`src/rtl/regfile_read_port_pkg.sv`:
```
`default_nettype none
// ============================================================================
//  Module      : regfile_read_port_pkg
//  Description : Constants shared by the register-file read port, the bit-cell
//                array and the write-port logic.
//                  WIDTH    - data bits per register (bitline bus width)
//                  NREGS    - number of register rows
//                  ADDR_W   - register address width (NREGS == 2**ADDR_W)
//                  REG_ZERO - index of the hardwired-zero register
//  Revision    : 1.0 - initial release
// ============================================================================
package regfile_read_port_pkg;

    localparam int WIDTH    = 16;
    localparam int NREGS    = 16;
    localparam int ADDR_W   = 4;
    localparam int REG_ZERO = 0;

endpackage : regfile_read_port_pkg
`default_nettype wire

```
`src/rtl/regfile_read_port_decoder.sv`:
```
`default_nettype none
// ============================================================================
//  Module      : read_decoder
//  Description : Address to one-hot read-wordline decoder for one read port.
//                The hardwired-zero row never gets a wordline, so its bitline
//                driver stays off and the bus floats for that address.
//  Ports       : i_en       - drive a wordline this cycle
//                i_addr     - row address
//                o_wordline - one-hot ReadEnable per row (all zero when idle)
//  Revision    : 1.0 - initial release
// ============================================================================
module read_decoder #(
    parameter int ADDR_W = regfile_read_port_pkg::ADDR_W,
    parameter int NREGS  = regfile_read_port_pkg::NREGS
) (
    input  logic              i_en,
    input  logic [ADDR_W-1:0] i_addr,
    output logic [NREGS-1:0]  o_wordline
);

    import regfile_read_port_pkg::*;

    generate
        for (genvar g = 0; g < NREGS; g++) begin : g_row
            if (g == REG_ZERO) begin : g_zero
                assign o_wordline[g] = 1'b0;
            end else begin : g_cell
                assign o_wordline[g] = i_en && (i_addr == ADDR_W'(g));
            end
        end
    endgenerate

endmodule : read_decoder
`default_nettype wire

```
`src/rtl/regfile_read_port.sv`:
```
`default_nettype none
// ============================================================================
//  Module      : regfile_read_port
//  Description : Read-side controller for the bit-cell register array.
//                Two-stage pipeline:
//                  RD  - holds the latched source addresses and drives the
//                        one-hot read wordlines into the array.
//                  RSP - registered response data with valid/ready.
//                Data is captured from the shared bitline buses on the edge
//                where RD advances into RSP. The cells do not bypass, so a
//                write landing on that same edge is forwarded from wr_data.
//  Ports       : clk                  - clock, rising edge
//                rst                  - asynchronous reset, active low
//                req_valid/req_ready  - request handshake
//                req_addr1/req_addr2  - source registers for port 1/2
//                wordline1/wordline2  - one-hot ReadEnable1/ReadEnable2 rows
//                bitline1/bitline2    - shared read bitline buses
//                wr_en/wr_addr/wr_data- array write occurring this cycle
//                rsp_valid/rsp_ready  - response handshake
//                rsp_data1/rsp_data2  - read data for port 1/2
//  Revision    : 1.0 - initial release
// ============================================================================
module regfile_read_port #(
    parameter int WIDTH  = regfile_read_port_pkg::WIDTH,
    parameter int NREGS  = regfile_read_port_pkg::NREGS,
    parameter int ADDR_W = regfile_read_port_pkg::ADDR_W
) (
    input  logic              clk,
    input  logic              rst,
    input  logic              req_valid,
    output logic              req_ready,
    input  logic [ADDR_W-1:0] req_addr1,
    input  logic [ADDR_W-1:0] req_addr2,
    output logic [NREGS-1:0]  wordline1,
    output logic [NREGS-1:0]  wordline2,
    input  logic [WIDTH-1:0]  bitline1,
    input  logic [WIDTH-1:0]  bitline2,
    input  logic              wr_en,
    input  logic [ADDR_W-1:0] wr_addr,
    input  logic [WIDTH-1:0]  wr_data,
    output logic              rsp_valid,
    input  logic              rsp_ready,
    output logic [WIDTH-1:0]  rsp_data1,
    output logic [WIDTH-1:0]  rsp_data2
);

    import regfile_read_port_pkg::*;

    localparam logic [ADDR_W-1:0] c_zero_addr = ADDR_W'(REG_ZERO);

    // RD stage
    logic              r_rd_valid;
    logic [ADDR_W-1:0] r_rd_addr1;
    logic [ADDR_W-1:0] r_rd_addr2;

    // RSP stage
    logic              r_rsp_valid;
    logic [WIDTH-1:0]  r_rsp_data1;
    logic [WIDTH-1:0]  r_rsp_data2;

    // Handshake
    logic              w_rsp_adv;
    logic              w_rd_adv;
    logic              w_req_fire;

    // Per-port capture values
    logic [WIDTH-1:0]  w_cap1;
    logic [WIDTH-1:0]  w_cap2;

    assign w_rsp_adv  = !r_rsp_valid || rsp_ready;
    assign w_rd_adv   = r_rd_valid && w_rsp_adv;
    assign req_ready  = !r_rd_valid || w_rd_adv;
    assign w_req_fire = req_valid && req_ready;

    // Wordlines follow r_rd_valid directly, so an asynchronous reset drops
    // them immediately and a stalled RD keeps them asserted.
    read_decoder #(
        .ADDR_W (ADDR_W),
        .NREGS  (NREGS)
    ) u_dec1 (
        .i_en       (r_rd_valid),
        .i_addr     (r_rd_addr1),
        .o_wordline (wordline1)
    );

    read_decoder #(
        .ADDR_W (ADDR_W),
        .NREGS  (NREGS)
    ) u_dec2 (
        .i_en       (r_rd_valid),
        .i_addr     (r_rd_addr2),
        .o_wordline (wordline2)
    );

    // Capture mux. Register zero wins over everything: its bitline is never
    // driven and a write to it must not leak through the bypass. A write to
    // the addressed row on the capture edge is not yet visible on the
    // bitline, so it is forwarded from wr_data.
    always_comb begin
        w_cap1 = bitline1;
        if (wr_en && (wr_addr == r_rd_addr1)) begin
            w_cap1 = wr_data;
        end
        if (r_rd_addr1 == c_zero_addr) begin
            w_cap1 = '0;
        end
    end

    always_comb begin
        w_cap2 = bitline2;
        if (wr_en && (wr_addr == r_rd_addr2)) begin
            w_cap2 = wr_data;
        end
        if (r_rd_addr2 == c_zero_addr) begin
            w_cap2 = '0;
        end
    end

    // RD stage: load on accept, empty when the entry moves on without a
    // replacement, otherwise hold (stall keeps addresses and wordlines).
    always_ff @(posedge clk or negedge rst) begin
        if (!rst) begin
            r_rd_valid <= 1'b0;
            r_rd_addr1 <= '0;
            r_rd_addr2 <= '0;
        end else begin
            if (w_req_fire) begin
                r_rd_valid <= 1'b1;
                r_rd_addr1 <= req_addr1;
                r_rd_addr2 <= req_addr2;
            end else if (w_rd_adv) begin
                r_rd_valid <= 1'b0;
            end
        end
    end

    // RSP stage: whenever it may advance it takes whatever RD holds; the data
    // registers only load when RD actually carries a request, so a stall
    // redoes the capture on the eventual advancing edge.
    always_ff @(posedge clk or negedge rst) begin
        if (!rst) begin
            r_rsp_valid <= 1'b0;
            r_rsp_data1 <= '0;
            r_rsp_data2 <= '0;
        end else begin
            if (w_rsp_adv) begin
                r_rsp_valid <= r_rd_valid;
                if (r_rd_valid) begin
                    r_rsp_data1 <= w_cap1;
                    r_rsp_data2 <= w_cap2;
                end
            end
        end
    end

    assign rsp_valid = r_rsp_valid;
    assign rsp_data1 = r_rsp_data1;
    assign rsp_data2 = r_rsp_data2;

endmodule : regfile_read_port
`default_nettype wire

```
`config.mk`:
```
export PLATFORM = sky130hd
export DESIGN_NAME = regfile_read_port
export DESIGN_NICKNAME = d
export VERILOG_FILES = /design/src/rtl/regfile_read_port_pkg.sv /design/src/rtl/regfile_read_port_decoder.sv /design/src/rtl/regfile_read_port.sv
export SDC_FILE = /design/constraint.sdc
export NUM_CORES = 1
export LEC_CHECK = 0
export BUFFER_PORTS_ARGS = -buffer_cell sky130_fd_sc_hd__clkbuf_2
export CORE_ASPECT_RATIO = 0.7
export CORE_MARGIN = 2
export CORE_UTILIZATION = 35
export DETAILED_ROUTE_END_ITERATION = 12
export GPL_ROUTABILITY_DRIVEN = 1
export PLACE_DENSITY = 0.65
export SYNTH_ARGS = -nofsm -noshare
export SYNTH_HDL_FRONTEND = slang
export SYNTH_SLANG_ARGS = --single-unit
```
`constraint.sdc`:
```
create_clock -name clk -period 1.55 [get_ports clk]
set_input_delay 0.2325 -clock clk [delete_from_list [all_inputs] [get_ports clk]]
set_output_delay 0.2325 -clock clk [all_outputs]
set_load 0.03 [all_outputs]
```
==> results.rst, run 1 <==
.. list-table::
   :header-rows: 1

   * - Metric
     - Value
   * - Gate count after technology mapping
     - between 200 and 300
   * - Overall Global Routing Usage
     - 0.2314
   * - Via count of the first global-routing pass
     - between 2,000 and 3,000
   * - Global route total overflow
     - 0
   * - Die Area
     - between 7000 and 8000 um2
   * - First-iteration detailed-routing DRC count
     - 122
   * - Wirelength per Cell
     - approximately 19 um
   * - Clock tree from TritonCTS
     - done
   * - Top-area cell type share of the netlist area
     - 0.4196
   * - Slowest-stage cell, CP
     - dfrtp_1
   * - Highest cell delay on the worst timing path
     - roughly 0.41 ns
   * - Predominant post-synthesis flop cell
     - dfrtp_1
   * - Pre-CTS WS
     - -0.3987 ns
   * - Leading cell types by total area after synthesis
     - dfrtp_1, nand2_1, o211ai_2
   * - Fmax
     - 0.5361 GHz
   * - Average footprint of a synthesized cell
     - ~9.1 um2
   * - Detail-routed via count per cell
     - 5.337
   * - Initial Utilization
     - 0.3657
   * - Setup repair after global routing missed its margin
     - true
   * - Hold Slack
     - between 0.15 and 0.2 ns
   * - Power density over the cells
     - just over 1000 nW/um2
   * - Synth async-reset ratio
     - 1.000
   * - Worst-case setup margin in the final layout
     - -0.3152 ns
   * - Most frequent cells in the layout
     - clkbuf_2, nand2_1, dfrtp_1
   * - Max-cap check violation count
     - 0
   * - Class of the worst hold path
     - primary input to flop
   * - Number of input and output port buffers inserted
     - ~130
   * - Worst-case vdd ir drop
     - between 0.4 and 0.5 mV
   * - Y dimension of the die
     - about 75 um
   * - Maximum count of clock buffers along a single path
     - 2
   * - Critical Path RT
     - between 1 and 1.5 ns
   * - Worst endpoint data arrival time
     - about 1.6 ns
   * - TritonCTS Buffers
     - 5
   * - Clock root buffer master
     - clkbuf_8
   * - Final design instance area without fill
     - 4131 um2
   * - Placer congestion estimate
     - ~0.8
   * - Worst path cell trace
     - clkinvlp_4 > buf_6 > or3_4 > nor2_1 > buf_4
   * - I/O pin count
     - ~130
   * - Final setup vio count
     - 61
   * - Crit share post-route
     - 1.203
   * - Leakage Power
     - about 2 nW
   * - Total Neg Setup Slack
     - -7.498 ns
   * - Number of antenna violations at the first check in global routing
     - 0
   * - CTS sink count
     - 42
   * - Min cycle time layout
     - 1.865 ns
   * - Layout overhead on the synthesized area
     - 64.93%
   * - CP endpoint kind
     - output pin
   * - Total number of nets in the final design
     - around 500
   * - Register bit total from synthesis
     - 42
   * - Remaining DRCs
     - 0
   * - H-tree level count
     - 2
   * - Number of enable flip-flop cells after synthesis
     - 0
   * - Post-DP HPWL
     - 6.162 mm
   * - Number of iterations in the first detailed-routing pass
     - 4
   * - Max-slew violation total from the final report
     - 0
   * - Final total power
     - between 4 and 5 mW
   * - Post-synth cell types
     - 27
   * - Routed Antenna Nets
     - 0
   * - Area after detailed placement
     - around 3300 um2
   * - Violations in the final reports
     - setup timing
   * - Die X
     - roughly 110 um
   * - Proportion of layout cells with a drive suffix above 1
     - 0.5835
   * - Run status
     - complete, but fails checks
   * - Final non-filler cell total
     - between 500 and 600
   * - Clock latency of the later-clocked register in the worst-skew pair
     - between 0.2 and 0.3 ns
   * - Cell row count
     - 25
   * - Number of warnings printed during yosys synthesis
     - 0
   * - Crit path kind
     - flop to output pin
   * - Portion of the post-synthesis area used by sequential elements
     - 0.4196
   * - Total wirelength of the detailed-routed design
     - 9.932 mm
   * - Worst Path Max Fanout
     - 3
   * - Post-synth design cell area
     - about 2500 um2
   * - Cells after DPL
     - between 400 and 500
   * - Floorplan core area
     - about 6900 um2
   * - Area leader, netlist
     - dfrtp_1
   * - Commonest non-fill, non-tap cell in the layout
     - clkbuf_2
   * - Startpoint type of the worst setup path
     - flop
   * - Share of the core filled with cells in the final layout
     - 0.6031
   * - Number of antenna repair diodes
     - 0
   * - Pin count of the biggest net entering global routing
     - 33
   * - Final-report hold violation count
     - 0
   * - Wire length of the first global-routing pass
     - ~14 mm
   * - Largest clock skew in the final design
     - around 0.011 ns
   * - Via count
     - 2,834
   * - CTS clk-pin slew, worst paths
     - approximately 0.080 ns
## where the power goes
part | switching, mW | internal [mW]
registers | 0.129 | 1.30
clock network | 0.366 | 0.354
logic | 1.27 | 0.804
total | 1.76 | 2.46
## cells by family after synthesis
logic type      Yosys count  synth area share
buf+inv                  27           0.07043
xor+xnor                  8           0.02797
other cells               1          0.001497
compound gates           32            0.1359
simple gates            156            0.3087
flops                    42            0.4196
mux                       8           0.03597
## flip-flops by register name, summed over array words and instances (netlist names)
name,flops
r_rd_addr1,4
r_rd_addr2,4
r_rd_valid,1
rsp_data1,16
rsp_data2,16
rsp_valid,1
## cells in the mapped netlist, drive strengths merged, types with 2 or more instances
cell and n:
and2 4, buf 14, clkbuf 12, dfrtp 42, mux2 8, nand2 68
nand2b 6, nand3 2, nand3b 4, nand4 32, nor2 24, nor3 10
nor4 2, o211ai 32, or3 2, xnor2 2, xor2 6
## cell type report
| class | count | area [um2] |
|---|---|---|
| Fill cell | 579 | 2719 |
| Multi-Input combinational cell | 210 | 1579 |
| Timing Repair Buffer | 177 | 1289 |
| Sequential cell | 42 | 1052 |
| Tap cell | 94 | 117.6 |
| Clock buffer | 7 | 86.33 |
| Inverter | 1 | 7.507 |
## critical path: cells and delay by family (launching register included)
kind | cells | cell delay, ns
flip-flops | 1 | 0.41
AND/OR/NAND/NOR | 2 | 0.51
buffers and inverters | 3 | 0.42
## what timing repair did
item,4_1_cts,5_1_grt
hold buffers,1,0
gates cloned,3,4
buffers inserted,17,14
endpoints found under the setup margin,60,71
gates resized for setup,75,58
hold endpoints to repair,16,0
pin swaps,58,53
## final timing paths
check	from	to	slack (ns)	depth (start not counted)
setup / recovery	r_rd_valid	wordline1[8]	-0.32	5
max in group asynchronous	rst	rsp_valid	0.59	3
setup reg to reg	r_rd_addr2[2]	rsp_data2[5]	-0.12	7
hold reg to reg	rsp_data2[14]	rsp_data2[14]	0.49	2
hold / removal	req_addr1[2]	r_rd_addr1[2]	0.17	2
min in group asynchronous	rst	r_rd_addr1[0]	0.44	2
## routing by layer
layer / GRT usage / vias to the layer above / wire length, um
li1: - / 1299 / -
met2: 0.3781 / 110 / 4765
met5: 0 / - / 0
met1: 0.3232 / 1407 / 4391
met3: 0.03810 / 18 / 527
met4: 0.06667 / 0 / 248
No activity file was read; power rests on OpenSTA's default activity.
==> inputs of run 2 (changes only) <==
--- a/config.mk
+++ b/config.mk
@@ -8,10 +8,10 @@
 export BUFFER_PORTS_ARGS = -buffer_cell sky130_fd_sc_hd__clkbuf_2
 export CORE_ASPECT_RATIO = 0.7
 export CORE_MARGIN = 2
-export CORE_UTILIZATION = 35
+export CORE_UTILIZATION = 41
 export DETAILED_ROUTE_END_ITERATION = 12
 export GPL_ROUTABILITY_DRIVEN = 1
-export PLACE_DENSITY = 0.65
+export PLACE_DENSITY = 0.75
 export SYNTH_ARGS = -nofsm -noshare
 export SYNTH_HDL_FRONTEND = slang
 export SYNTH_SLANG_ARGS = --single-unit
==> run 2 against run 1 <==
The run still ends with setup timing left. Clock skew is 0.0031 ns higher. Global-route usage is 4.7 points higher. Count of clock-buffer cells in the layout is 2 lower. Final cell count is 1.3% lower. Critical path depth stayed put. Power is 9.3% higher. Design area is 3.3% higher. First-iteration DRC count grew to 2.6 times the previous value. Sequential power hardly changed. Largest cell class unchanged. Largest power group unchanged. Highest routed layer unchanged.
==> results.rst, run 2 (synthesized netlist as in run 1, its figures left out) <==
.. list-table::
   :header-rows: 1

   * - Metric
     - Value
   * - H-tree level count
     - 2 (unchanged)
   * - Register cell area after layout
     - 1052 um2 (unchanged)
   * - Max-cap check violation count
     - 0 (unchanged)
   * - Startpoint of the tightest hold check path
     - req_addr2[0]
   * - TritonCTS Buffers
     - 5 (unchanged)
   * - Floorplan core area
     - 5813 um2 (-15%)
   * - Worst Path Max Fanout
     - 3 (unchanged)
   * - Violations in the final reports
     - setup timing
   * - Placer congestion estimate
     - 0.8278 (+5.6%)
   * - Cell row count
     - 23 (-8.0%)
   * - Min cycle time layout
     - 1.857 ns (-0.008256 ns)
   * - Overall Global Routing Usage
     - 0.2784 (+0.04707)
   * - Actual slew at the worst max-slew pin
     - 0.5059 ns
   * - Die Area
     - 6761 um2 (-14%)
   * - Critical Path RT
     - 1.32 ns (about the same)
   * - Most frequent cells in the layout
     - clkbuf_2, nand2_1, buf_4
   * - Post-DP HPWL
     - 6.022 mm (-2.3%)
   * - Reg-to-reg slack, setup
     - -0.20 ns (-0.08 ns)
   * - Pin count of the biggest net entering global routing
     - 33 (unchanged)
   * - I/O pin count
     - 131 (unchanged)
   * - Setup repair after global routing missed its margin
     - true
   * - CP endpoint kind
     - output pin
   * - Filler instances
     - 377 (-35%)
   * - Detail-routed via count per cell
     - 6.158 (+15%)
   * - Crit Reg-Reg Endpoint
     - rsp_data1[5]
   * - Proportion of layout cells with a drive suffix above 1
     - 0.6125 (+0.02895)
   * - Fmax
     - 0.5385 GHz (+0.44%)
   * - Final setup vio count
     - 62 (+1.6%)
   * - Worst-case vdd ir drop
     - 0.5307 mV (+22%)
   * - Clock latency of the later-clocked register in the worst-skew pair
     - 0.31 ns (+0.02 ns)
   * - Number of iterations in the first detailed-routing pass
     - 5 (+1)
   * - Number of input and output port buffers inserted
     - 128 (unchanged)
   * - Total number of nets in the final design
     - 513 (+2.2%)
   * - Clock root buffer master
     - clkbuf_8
   * - Number of antenna violations at the first check in global routing
     - 0 (unchanged)
   * - Leakage Power
     - 2.028 nW (+4.4%)
   * - Total wirelength of the detailed-routed design
     - 12.05 mm (+21%)
   * - Global route total overflow
     - 0 (unchanged)
   * - Class of the worst hold path
     - primary input to flop
   * - Wirelength per Cell
     - 22.99 um (+23%)
   * - Category of cells accounting for the largest share of critical-path delay
     - simple AND/OR/NAND/NOR gates
   * - Destination of the worst hold path
     - r_rd_addr2[0]
   * - Origin of the critical flop-to-flop path
     - r_rd_addr1[1]
   * - Initial Utilization
     - 0.4309 (+0.06525)
   * - Remaining DRCs
     - 0 (unchanged)
   * - Worst endpoint data arrival time
     - 1.62 ns (about the same)
   * - R2R cell count
     - 8 (+1)
   * - CTS sink count
     - 42 (unchanged)
   * - Via count of the first global-routing pass
     - 2,811 (+6.4%)
   * - Area occupied by multi-input gates
     - 1614 um2 (+2.2%)
   * - Number of cells traversed by the worst hold path
     - 2 (unchanged)
   * - Relative slew slack
     - 0.6627
   * - Via count
     - 3,227 (+14%)
   * - Worst path bufs/invs
     - 3 (unchanged)
   * - Max-slew violation total from the final report
     - 0 (unchanged)
   * - Crit share post-route
     - 1.198 (-0.005326)
   * - First-iteration detailed-routing DRC count
     - 318 (+160%)
   * - CTS clk-pin slew, worst paths
     - 0.10 ns (+0.02 ns)
   * - Crit path kind
     - flop to output pin
   * - Die X
     - 97.43 um (-7.3%)
   * - Worst-case setup margin in the final layout
     - -0.3069 ns (+0.008256 ns)
   * - Clock tree from TritonCTS
     - done
   * - Maximum count of clock buffers along a single path
     - 2 (unchanged)
   * - Number of antenna repair diodes
     - 0 (unchanged)
   * - Slowest-stage cell, CP
     - dfrtp_1
   * - Wire length of the first global-routing pass
     - 15.10 mm (+8.2%)
   * - Final design instance area without fill
     - 4268 um2 (+3.3%)
   * - Power density over the cells
     - 1081 nW/um2 (+5.9%)
   * - Final-report hold violation count
     - 0 (unchanged)
   * - Worst path cell trace
     - clkinvlp_4 > buf_6 > or3_4 > nor2_2 > clkbuf_8
   * - Commonest non-fill, non-tap cell in the layout
     - clkbuf_2
   * - Share of the core filled with cells in the final layout
     - 0.7342 (+0.1311)
   * - Run status
     - complete, but fails checks
   * - Y dimension of the die
     - 69.40 um (-7.2%)
   * - Layout overhead on the synthesized area
     - 70.38%
   * - Highest cell delay on the worst timing path
     - 0.41 ns (about the same)
   * - Largest clock skew in the final design
     - 0.01370 ns (+0.003122 ns)
   * - Routed Antenna Nets
     - 0 (unchanged)
   * - Startpoint type of the worst setup path
     - flop
   * - Area after detailed placement
     - 3249 um2 (-0.73%)
-- run 2: changes by cell type in the layout (fill, tap and decap cells not counted), moves of 4 or more --
cell	delta
buf_4	+16
clkbuf_4	-8
clkbuf_8	-4
nand2_2	+4
nor2_1	-4
nor2_4	+4
-- run 2: stage by stage --
stage                     setup slack [ns]  hold slack, ns  power [mW]  instances  setup TNS [ns]
after floorplan                    0.01315        -0.06309       2.496        275               0
after global placement             -0.3112          0.2141       2.986        469          -7.026
after detailed placement           -0.3590          0.2182       3.018        469          -9.418
after CTS                          -0.2142          0.1598       4.167        499          -3.318
after global routing               -0.3465          0.1590       4.759        524          -9.733
final                              -0.3069          0.1507       4.613        524          -7.864
-- run 2: final cells by class --
class,instances,area share
Tap cell,75,0.02199
Sequential cell,42,0.2466
Multi-Input combinational cell,210,0.3782
Inverter,1,0.001759
Timing Repair Buffer,188,0.3260
Clock inverter,3,0.009381
Clock buffer,5,0.01612
-- run 2: worst reg2reg max path, cell delays in order (launching register included) --
cell      delay [ns]
dfrtp_1         0.40
buf_6           0.14
buf_6           0.12
xor2_2          0.16
nor3_4          0.31
buf_4           0.17
buf_6           0.13
nand4_1         0.11
o211ai_1        0.13
-- run 2: timing repair --
action | 4_1_cts | 5_1_grt
gates cloned | 2 | 4
endpoints found under the hold margin | 17 | 0
pin swaps | 20 | 74
setup endpoints to repair | 62 | 63
setup buffers | 19 | 23
gates resized for setup | 78 | 79
hold buffers | 1 | 0
-- run 2: report_power, final --
group	total [mW]	leakage [nW]	switching (mW)	internal [mW]
Sequential	1.45	0.510	0.151	1.30
Clock	0.915	0.0579	0.439	0.476
Combinational	2.25	1.46	1.39	0.860
Total	4.61	2.03	1.98	2.63
-- run 2: worst max-delay path by stage --
stage	start	depth (start not counted)	slack [ns]	endpoint
5_1_grt	r_rd_valid	5	-0.35	wordline2[2]
4_1_cts	r_rd_valid	5	-0.21	wordline1[12]
2_1_floorplan	r_rd_addr1[1]	6	0.01	rsp_data1[10]
3_3_place_gp	rsp_valid	4	-0.31	rsp_data2[8]
3_5_place_dp	rsp_valid	4	-0.36	rsp_data1[14]
6_report	r_rd_valid	5	-0.31	wordline2[2]
-- run 2: routing by layer --
metal,global-route usage,vias up,share of wire
met5,0,-,0
met4,0.07870,0,0.065
met3,0.05040,85,0.12
met2,0.4391,319,0.45
met1,0.3954,1499,0.36
li1,-,1324,-
==> inputs of run 3 (changes only) <==
--- a/config.mk
+++ b/config.mk
@@ -12,6 +12,7 @@
 export DETAILED_ROUTE_END_ITERATION = 12
 export GPL_ROUTABILITY_DRIVEN = 1
 export PLACE_DENSITY = 0.75
+export SKIP_LAST_GASP = 1
 export SYNTH_ARGS = -nofsm -noshare
 export SYNTH_HDL_FRONTEND = slang
 export SYNTH_SLANG_ARGS = --single-unit
==> run 3 against run 2 <==
Largest power group unchanged. Highest routed layer unchanged. Register-to-register slack better by 0.13 ns. Final cell count down 1.9%. Combinational power fell by 8%. Hold slack better by 0.0085 ns. The flow still finishes with violations (setup timing). Count of clock-buffer cells in the layout unchanged.
==> results.rst, run 3 (synthesized netlist as in run 1, its figures left out) <==
.. list-table::
   :header-rows: 1

   * - Metric
     - Value
   * - Crit Reg-Reg Endpoint
     - rsp_data1[1]
   * - Most frequent cells in the layout
     - clkbuf_2, nand2_1, buf_4
   * - Clock root buffer master
     - clkbuf_8
   * - Seq pwr share
     - 0.327 (+0.013)
   * - Worst endpoint data arrival time
     - 1.64 ns (+0.02 ns)
   * - Number of iterations in the first detailed-routing pass
     - 5 (unchanged)
   * - Crit path kind
     - flop to output pin
   * - Class of the worst hold path
     - primary input to flop
   * - Slowest-stage cell, CP
     - dfrtp_1
   * - Reg-to-reg slack, setup
     - -0.07 ns (+0.13 ns)
   * - Hold Slack
     - 0.1592 ns (+0.008499 ns)
   * - Total wirelength of the detailed-routed design
     - 10.56 mm (-12%)
   * - Layout overhead on the synthesized area
     - 64.19%
   * - H-tree level count
     - 2 (unchanged)
   * - Detail-routed via count per cell
     - 5.891 (-4.3%)
   * - Worst Path Max Fanout
     - 3 (unchanged)
   * - Setup repair after global routing missed its margin
     - true
   * - Total number of nets in the final design
     - 502 (-2.1%)
   * - Cell row count
     - 23 (unchanged)
   * - Overall Global Routing Usage
     - 0.2751 (-0.003297)
   * - CP endpoint kind
     - output pin
   * - Number of antenna violations at the first check in global routing
     - 1 (+1)
   * - Largest clock skew in the final design
     - 0.009481 ns (-0.004223 ns)
   * - CTS sink count
     - 42 (unchanged)
   * - Clock power share
     - 0.201 (+0.003)
   * - Net switching share of the total power
     - 0.4162 (-0.01292)
   * - Clock tree from TritonCTS
     - done
   * - Reported net switching power
     - 1.831 mW (-7.5%)
   * - CTS clk-pin slew, worst paths
     - 0.09 ns (about the same)
   * - Filler instances
     - 406 (+7.7%)
   * - Die Area
     - 6761 um2 (unchanged)
   * - Wirelength per Cell
     - 20.55 um (-11%)
   * - Remaining DRCs
     - 0 (unchanged)
   * - Startpoint of the tightest hold check path
     - req_addr2[0]
   * - Number of input and output port buffers inserted
     - 128 (unchanged)
   * - Floorplan core area
     - 5813 um2 (unchanged)
   * - Clock latency of the later-clocked register in the worst-skew pair
     - 0.30 ns (about the same)
   * - Placer congestion estimate
     - 0.8278 (unchanged)
   * - Post-DP HPWL
     - 6.022 mm (unchanged)
   * - Initial Utilization
     - 0.4309 (unchanged)
   * - Final-report hold violation count
     - 0 (unchanged)
   * - Share of the core filled with cells in the final layout
     - 0.7075 (-0.02669)
   * - Highest cell delay on the worst timing path
     - 0.42 ns (about the same)
   * - Power density over the cells
     - 1070 nW/um2 (-1.0%)
   * - Leakage Power
     - 1.956 nW (-3.6%)
   * - First-iteration detailed-routing DRC count
     - 228 (-28%)
   * - Global route total overflow
     - 0 (unchanged)
   * - Proportion of layout cells with a drive suffix above 1
     - 0.5936 (-0.01886)
   * - Cell-internal power
     - 2.569 mW (-2.5%)
   * - Y dimension of the die
     - 69.40 um (unchanged)
   * - Violations in the final reports
     - setup timing
   * - Maximum count of clock buffers along a single path
     - 2 (unchanged)
   * - Max-slew violation total from the final report
     - 0 (unchanged)
   * - Worst-case vdd ir drop
     - 0.5112 mV (-3.7%)
   * - Max-cap check violation count
     - 0 (unchanged)
   * - Number of cells traversed by the worst hold path
     - 2 (unchanged)
   * - Combinational power share
     - 0.472 (-0.016)
   * - Run status
     - complete, but fails checks
   * - TritonCTS Buffers
     - 5 (unchanged)
   * - Commonest non-fill, non-tap cell in the layout
     - clkbuf_2
   * - Pin count of the biggest net entering global routing
     - 33 (unchanged)
   * - R2R cell count
     - 7 (-1)
   * - Min cycle time layout
     - 1.874 ns (+0.01664 ns)
   * - Destination of the worst hold path
     - r_rd_addr2[0]
   * - Worst path cell trace
     - clkinvlp_4 > buf_6 > or3_4 > nor2_2 > clkbuf_8
   * - Fmax
     - 0.5337 GHz (-0.89%)
   * - Routed Antenna Nets
     - 0 (unchanged)
   * - I/O pin count
     - 131 (unchanged)
   * - Critical Path RT
     - 1.32 ns (about the same)
   * - Worst-case setup margin in the final layout
     - -0.3236 ns (-0.01664 ns)
   * - Via count of the first global-routing pass
     - 2,778 (-1.2%)
   * - Origin of the critical flop-to-flop path
     - r_rd_valid
   * - Via count
     - 3,028 (-6.2%)
   * - Final setup vio count
     - 61 (-1.6%)
   * - Die X
     - 97.43 um (unchanged)
   * - Startpoint type of the worst setup path
     - flop
   * - Wire length of the first global-routing pass
     - 14.91 mm (-1.3%)
   * - Crit share post-route
     - 1.209 (+0.01073)
==> run 3: changes by cell type in the layout (fill, tap and decap cells not counted), moves of 2 or more <==
cell	previous run	this run
buf_4	47	43
nand2_1	64	66
clkbuf_8	11	13
nor2_1	10	14
nor2_4	9	3
nor2_2	5	7
buf_8	4	2
nand2_2	4	2
buf_6	28	20
==> run 3: per-layer routing <==
layer  up-vias  share of wire  GRT usage
li1       1298              -          -
met1      1464           0.39     0.3842
met2       228           0.47     0.4368
met3        38          0.091    0.05544
met4         0          0.040    0.07870
met5         -              0          0
==> run 3: worst max-delay path by stage <==
stage | startpoint | endpoint | slack, ns | cells past startpoint
floorplan | r_rd_addr1[1] | rsp_data1[10] | 0.01 | 6
global placement | rsp_valid | rsp_data2[8] | -0.31 | 4
detailed placement | rsp_valid | rsp_data1[14] | -0.36 | 4
CTS | r_rd_valid | wordline1[12] | -0.21 | 5
global route | r_rd_valid | wordline1[4] | -0.34 | 5
finish | r_rd_valid | wordline1[4] | -0.32 | 5
==> run 3: cell type report <==
type	instances	area, um2	area share
tap	75	93.84	0.02282
clock buffer	5	68.82	0.01673
timing repair buffer	177	1276	0.3103
multi-input combinational	210	1572	0.3821
sequential	42	1052	0.2559
clock inverter	3	40.04	0.009735
inverter	1	7.507	0.001825
antenna	1	2.502	0.0006085
==> run 3: stage by stage <==
stage	cells	setup slack [ns]	instance area [um2]	TNS, ns	total power [mW]
after global routing	514	-0.3360	4113	-9.351	4.584
after CTS	499	-0.2142	3852	-6.192	4.150
after detailed placement	469	-0.3590	3249	-9.418	3.018
final	514	-0.3236	4113	-5.825	4.400
after global placement	469	-0.3112	3249	-7.026	2.986
after floorplan	275	0.01315	2522	0	2.496
==> run 3: power by group through the flow <==
stage	registers (mW)	logic, mW	clock network [mW]
6_report	1.44	2.08	0.885
5_1_grt	1.46	2.19	0.934
4_1_cts	1.42	1.84	0.889
3_5_place_dp	1.43	1.58	0
3_3_place_gp	1.44	1.55	0
2_1_floorplan	1.77	0.723	0
==> run 3: timing repair <==
item                                    in CTS  in global routing
cloned                                       2                  4
endpoints found under the setup margin      62                 63
pin swaps                                   14                 64
resized for setup                           74                 62
hold endpoints to repair                    17                  0
buffers inserted                            19                 12
hold buffers                                 1                  0
==> run 3: critical path, delay by kind of cell, from the launching register on <==
kind	cells	cell delay, ns
simple gates	2	0.50
buf+inv	3	0.43
flops	1	0.42
